<file path="src/rtl/dmem_port_arbiter.sv">
// dmem_port_arbiter: shares the single-port 64-bit data SRAM between the
// pipeline MEM stage (cpu_*) and the external load/debug port (ext_*).
// CPU has default priority; after EXT_MAX_WAIT consecutive denials the
// external port is forced through for one grant. Reads are tagged so the
// returning data is steered to the requester that issued them.
// Optional build macro: DMEM_ARB_PERF_EN adds perf_cpu_stalls/perf_ext_grants.
module dmem_port_arbiter #(
    parameter int unsigned ADDR_W       = 64,
    parameter int unsigned DATA_W       = 64,
    parameter int unsigned EXT_MAX_WAIT = 4
) (
    input  logic              clk,
    input  logic              arst_n,
    input  logic              cpu_req,
    input  logic              cpu_wen,
    input  logic [ADDR_W-1:0] cpu_addr,
    input  logic [DATA_W-1:0] cpu_wdata,
    output logic              cpu_stall,
    output logic [DATA_W-1:0] cpu_rdata,
    output logic              cpu_rvalid,
    input  logic              ext_req,
    input  logic              ext_wen,
    input  logic [ADDR_W-1:0] ext_addr,
    input  logic [DATA_W-1:0] ext_wdata,
    output logic              ext_gnt,
    output logic [DATA_W-1:0] ext_rdata,
    output logic              ext_rvalid,
    output logic [ADDR_W-1:0] mem_addr,
    output logic              mem_wen,
    output logic              mem_ren,
    output logic [DATA_W-1:0] mem_wdata,
    input  logic [DATA_W-1:0] mem_rdata
`ifdef DMEM_ARB_PERF_EN
    ,
    output logic [31:0]       perf_cpu_stalls,
    output logic [31:0]       perf_ext_grants
`endif
);

    typedef enum logic {
        CPU_PRIO,
        EXT_PRIO
    } state_e;

    localparam logic [3:0] WAIT_MAX  = 4'(EXT_MAX_WAIT);
    localparam logic [3:0] WAIT_LAST = 4'(EXT_MAX_WAIT - 1);

    state_e            state_q, state_d;
    logic [3:0]        wait_cnt_q, wait_cnt_d;
    logic              rd_pending_q, rd_pending_d;
    logic              rd_owner_q, rd_owner_d;
    logic [DATA_W-1:0] cpu_rdata_q, cpu_rdata_d;
    logic [DATA_W-1:0] ext_rdata_q, ext_rdata_d;
    logic              cpu_granted;
    logic              ext_granted;

    // State register
    always_ff @(posedge clk or negedge arst_n) begin
        if (!arst_n) begin
            state_q <= CPU_PRIO;
        end else begin
            state_q <= state_d;
        end
    end

    // Next state: forced priority after the last tolerated denial, held for one cycle
    always_comb begin
        state_d = state_q;
        unique case (state_q)
            CPU_PRIO: begin
                if (ext_req && !ext_gnt && (wait_cnt_q == WAIT_LAST)) begin
                    state_d = EXT_PRIO;
                end
            end
            EXT_PRIO: begin
                if (ext_gnt || !ext_req) begin
                    state_d = CPU_PRIO;
                end
            end
            default: state_d = CPU_PRIO;
        endcase
    end

    // Outputs: single grant per cycle and memory port mux; nothing is granted while in reset
    always_comb begin
        cpu_granted = 1'b0;
        ext_granted = 1'b0;
        if (arst_n) begin
            unique case (state_q)
                CPU_PRIO: begin
                    cpu_granted = cpu_req;
                    ext_granted = ext_req & ~cpu_req;
                end
                EXT_PRIO: begin
                    ext_granted = ext_req;
                    cpu_granted = cpu_req & ~ext_req;
                end
                default: ;
            endcase
        end
        cpu_stall = cpu_req & ~cpu_granted & arst_n;
        ext_gnt   = ext_granted;
        mem_addr  = '0;
        mem_wdata = '0;
        mem_ren   = 1'b0;
        mem_wen   = 1'b0;
        if (cpu_granted) begin
            mem_addr  = cpu_addr;
            mem_wdata = cpu_wdata;
            mem_ren   = ~cpu_wen;
            mem_wen   = cpu_wen;
        end else if (ext_granted) begin
            mem_addr  = ext_addr;
            mem_wdata = ext_wdata;
            mem_ren   = ~ext_wen;
            mem_wen   = ext_wen;
        end
    end

    // Wait counter and read-return tagging; return data passes straight through
    // on the valid cycle and the hold register keeps it afterwards
    always_comb begin
        if (ext_req && !ext_gnt) begin
            wait_cnt_d = (wait_cnt_q == WAIT_MAX) ? wait_cnt_q : wait_cnt_q + 4'd1;
        end else begin
            wait_cnt_d = '0;
        end
        rd_pending_d = mem_ren;
        rd_owner_d   = ext_granted;
        cpu_rdata_d  = cpu_rdata_q;
        ext_rdata_d  = ext_rdata_q;
        if (rd_pending_q && !rd_owner_q) begin
            cpu_rdata_d = mem_rdata;
        end
        if (rd_pending_q && rd_owner_q) begin
            ext_rdata_d = mem_rdata;
        end
        cpu_rvalid = rd_pending_q & ~rd_owner_q;
        ext_rvalid = rd_pending_q & rd_owner_q;
        cpu_rdata  = cpu_rdata_d;
        ext_rdata  = ext_rdata_d;
    end

    // Datapath registers
    always_ff @(posedge clk or negedge arst_n) begin
        if (!arst_n) begin
            wait_cnt_q   <= '0;
            rd_pending_q <= 1'b0;
            rd_owner_q   <= 1'b0;
            cpu_rdata_q  <= '0;
            ext_rdata_q  <= '0;
        end else begin
            wait_cnt_q   <= wait_cnt_d;
            rd_pending_q <= rd_pending_d;
            rd_owner_q   <= rd_owner_d;
            cpu_rdata_q  <= cpu_rdata_d;
            ext_rdata_q  <= ext_rdata_d;
        end
    end

`ifdef DMEM_ARB_PERF_EN
    logic [31:0] perf_cpu_stalls_q, perf_cpu_stalls_d;
    logic [31:0] perf_ext_grants_q, perf_ext_grants_d;

    // Performance counters: free-running, wrap at 2^32
    always_comb begin
        perf_cpu_stalls_d = perf_cpu_stalls_q + {31'd0, cpu_stall};
        perf_ext_grants_d = perf_ext_grants_q + {31'd0, ext_gnt};
        perf_cpu_stalls   = perf_cpu_stalls_q;
        perf_ext_grants   = perf_ext_grants_q;
    end

    // Performance counter registers
    always_ff @(posedge clk or negedge arst_n) begin
        if (!arst_n) begin
            perf_cpu_stalls_q <= '0;
            perf_ext_grants_q <= '0;
        end else begin
            perf_cpu_stalls_q <= perf_cpu_stalls_d;
            perf_ext_grants_q <= perf_ext_grants_d;
        end
    end
`endif

endmodule

</file>
<file path="config.mk">
export PLATFORM = sky130hd
export DESIGN_NAME = dmem_port_arbiter
export DESIGN_NICKNAME = d
export VERILOG_FILES = /design/src/rtl/dmem_port_arbiter.sv
export SDC_FILE = /design/constraint.sdc
export NUM_CORES = 1
export LEC_CHECK = 0
export CORE_AREA = 2 2 226 228
export DETAILED_ROUTE_END_ITERATION = 10
export DIE_AREA = 0 0 228 230
export PLACE_DENSITY_LB_ADDON = 0.25
export SLEW_MARGIN = 10
export SYNTH_ARGS = -nofsm -noshare
export SYNTH_HDL_FRONTEND = slang
export SYNTH_SLANG_ARGS = --single-unit
</file>
<file path="constraint.sdc">
create_clock -name clk -period 1.6 [get_ports clk]
set_input_delay 0.32 -clock clk [delete_from_list [all_inputs] [get_ports clk]]
set_output_delay 0.32 -clock clk [all_outputs]
set_load 0.1 [all_outputs]
</file>
Word level (Yosys, flattened, before mapping):

Cells that the tools add are included.

* output and inout port bits: 262
* input bits: 326
* bits in registers: 135

* reduce and logical (&&, ||, !) cells: 8
* bitwise operators: 13
* multiplexer cells: 19
* equal/unequal tests: 3
* add/subtract/negate cells: 1

Operators with widths (count)
* $mux W64: 6
* $mux W1: 8
* $mux W4: 2
* $not A1 Y1: 7
* $and A1 B1 Y1: 6
* $pmux W1 S2: 3
* $add A4 B1 Y4 const B: 1
* $eq A4 B2 Y1 const B: 1
* $eq A4 B3 Y1 const B: 1
* $logic_and A1 B1 Y1: 4
* $logic_not A1 Y1: 3
* $ne A2 B2 Y1 const B: 1
* $logic_or A1 B1 Y1: 1

Depth between registers and ports, before layout:

* word-level depth: 9
* mapped depth: 6
* depth with buffers taken out: 5

Worst setup path after synthesis:

No wires, ideal clock.

* kind: flip-flop to output port
* start: register state_q
* end: output port mem_addr[42]
* stages on the path, launching flop included: 6
* arrival: 2.094 ns
* path slack: -0.814 ns
* buffers on the path: 2
* cells stage by stage: dfrtp_1 > nand2b_1 > and3_1 > clkbuf_2 > buf_2 > a22o_1

* cells in the longest elaborated chain, start to end: 5
* elaborated cells on any way between the ends: 7
* those cells by class: mux: 6; bitwise: 1

RTL lines
* start, declared: RTL line 48 `state_e state_q, state_d;`
* start signal, assigned: RTL line 62 `state_q <= state_d;`
* $not A1 Y1
* $pmux W1 S2 (*): RTL line 89 `unique case (state_q)`
* $mux W1 (*): RTL line 88 `if (arst_n) begin`
* net ext_gnt: RTL line 25 `output logic ext_gnt,`
* $mux W64 (*): RTL line 112 `end else if (ext_granted) begin`
* $mux W64 (*): RTL line 107 `if (cpu_granted) begin`
* end, declared: RTL line 28 `output logic [ADDR_W-1:0] mem_addr,`

Mark *: on every way through the listed nets, which the timed path passes. The rest lies on a longest branch.

Worst setup path after layout:

* start: register state_q
* end: output port mem_addr[48]

* cells in the longest elaborated chain, start to end: 5
* elaborated cells on any way between the ends: 7
* those cells by class: mux: 6; bitwise: 1

RTL lines (RTL line)
* $not A1 Y1
* $pmux W1 S2: 89
* $mux W1: 88
* $mux W64: 112
* $mux W64 (*): 107

Mark *: on every way between the ends. The rest lies on a longest branch, timed or not.

==> results.cfg <==
[outcome]
status = finished with violations
violations = negative setup slack

[worst_setup_path]
crit_type = reg -> out
r2r_slack_ns = -0.08
worstSetupStartpointType = flip-flop
worst-r2r-cell-count = 7
timing.rr.end = rd_pending_q
crit_path_end_kind = primary output
critical_path_arrival_ns = 1.97
r2r_start = state_q
critPathRequiredTime_ns = 1.28
path_max_fanout = 6

[global_routing]
grt_pass1_vias = 7632
grt_pass1_wl_um = 62820
grt_usage_pct = 17.19
grt_start_max_net_pins = 56
overflow = 0
antenna_found_initial = 17

[sta]
fin_ws_ns = -0.6866
tightest_slew_ns = 0.7601
fin_tns_setup_ns = -159.13
fin_skew_ns = 0.01389
min_period_over_period_pct = 142.9
fin_crit_ns = 2.287
setup_viol_count_final = 263
fmax_ghz = 0.4373
slew_headroom_pct = 49.33
timing.final.hold_violations = 0
drv_slew = 0
rsz0062_at_grt = true

[floorplanning]
num_rows = 82
die_h_um = 230
ios = 588
die_area_mm2 = 0.05244
core_area_mm2 = 0.04986
die_w_um = 228
start_util_pct = 12.87

[clock_network]
cts_hold_buf = 0
clock_path_buffers = 2
clkSinkCount = 135
h-tree-depth = 4
cts_buffers = 17
clk_pin_slew_ns = 0.07
cts_tree = done
clock_latency_ns = 0.44
cts-root-buf = clkbuf_16

[layout]
drive_gt1_share_pct = 58.54
fillers = 4691
stdcell_count = 1840
final_common_cell = clkdlybuf4s50_1
final_nets = 1480
post-route-util_pct = 39.00
syn2layout_area_growth_pct = 203.1
final_cell_mix = 323 x clkdlybuf4s50_1, 280 x buf_12, 135 x dfrtp_1, 128 x mux2_4, 110 x a22o_4

[power]
ir_drop_uv = 678.1
p_leak_uw = 0.008640
power.density_mw_per_mm2 = 1315

[detailed_routing]
routed_wl_um = 49030
antenna_left = 0
drtIter0Drc = 260
first_pass_iters = 4
avgViaCountPerCell = 3.862
wl_per_cell_um = 26.65
num_vias = 7106
drc = 0

[synthesis]
syn-num-nets = 797
yosysWarningCount = 0
avgSynthCellArea_um2 = 13.68
synth.distinct_cells = 22
ys_seq_elements = 135
synth_area_mm2 = 0.006416
synthCells = 469
ys_seq_area_share_pct = 52.65

[placement]
numPortBuffers = 587
dp.cells = 1732
gp_congestion = 0.8970
pre_cts_ws_ns = -0.7841
dpl.hpwl_um = 38770

[job]
maxCapViolCount = 0

[min_path]
hold_class = in -> async
cell usage after synthesis, drive strengths merged:
cell | n | area, um^2
dfrtp | 135 | 3378
clkbuf | 4 | 16.26
a22o | 130 | 1139
a21bo | 1 | 10.01
ha | 2 | 25.02
buf | 39 | 257.8
nor2 | 7 | 26.28
and3 | 1 | 6.260
nor3 | 1 | 5.000
mux2i | 2 | 20.02
nand2 | 4 | 15.01
a21oi | 2 | 10.01
a31oi | 1 | 6.260
mux2 | 128 | 1441
inv | 7 | 26.28
nand3b | 1 | 7.510
nand3 | 1 | 5.000
nor2b | 1 | 6.260
xnor2 | 1 | 8.760
nand2b | 1 | 6.260
worst max-delay path, stage by stage, from the launching register on:
cell,delay [ns]
dfrtp_1,0.39
buf_6,0.13
a21oi_4,0.16
buf_12,0.15
clkbuf_16,0.18
clkbuf_16,0.16
a22o_4,0.16
buf_12,0.17
cell families after synthesis:
group / synth area share (%)
compound gates: 18.16
xor+xnor: 0.1365
fa+ha+maj: 0.3900
buf+inv: 4.680
flops: 52.65
mux: 22.78
simple gates: 1.209
per-layer routing:
layer	up-vias	wire length [um]	GRT usage [%]
met1	3549	17920	18.25
met3	46	3159	5.320
met2	333	27120	33.38
met5	-	55	0
met4	8	783	3.002
li1	3170	-	-
flip-flops by register name (all words and copies together), names as in the netlist:
name,count
cpu_rdata_q,64
ext_rdata_q,64
wait_cnt_q,4
rd_owner_q,1
rd_pending_q,1
state_q,1
layout make-up:
cell class                      instances  area [um^2]  share of cell area, %
Sequential cell                       135         3378                  17.37
Antenna cell                            3        7.507                0.03860
Clock inverter                         15        181.4                 0.9329
Tap cell                              672        840.8                  4.323
Clock buffer                           17        425.4                  2.187
Multi-Input combinational cell        285         4284                  22.03
Timing Repair Buffer                  706        10300                  52.96
Inverter                                7        30.03                 0.1544
what timing repair did:
item / CTS / global route
cloned: 5 / 25
setup endpoints to repair: 262 / 262
resized for setup: 76 / 98
pin swaps: 7 / 38
buffers inserted: 17 / 32
endpoints found under the hold margin: 0 / 0
how the worst max path moves through the flow:
stage / startpoint / end / slack [ns] / cells after the start
floorplan: state_q / mem_addr[42] / -0.42 / 5
global placement: cpu_req / mem_wdata[20] / -0.78 / 6
detailed placement: cpu_req / mem_addr[57] / -0.78 / 6
CTS: state_q / mem_addr[30] / -0.72 / 7
global route: state_q / mem_addr[61] / -0.75 / 7
finish: state_q / mem_addr[48] / -0.69 / 7
power by group:
part / internal (uW) / total [uW] / switching, uW
combinational: 6700 / 17000 / 10300
sequential: 4220 / 4450 / 228
clock: 2360 / 4100 / 1730
total: 13300 / 25600 / 12300
per-stage QoR:
step	power, uW	hold WS, ns	area, um^2
floorplan	14220	0.02441	7244
global placement	20640	0.4988	16830
detailed placement	20700	0.5011	16830
CTS	25210	0.1075	18120
global route	26340	0.1126	19440
finish	25570	0.05344	19450
No activity file was read; power rests on OpenSTA's default activity.
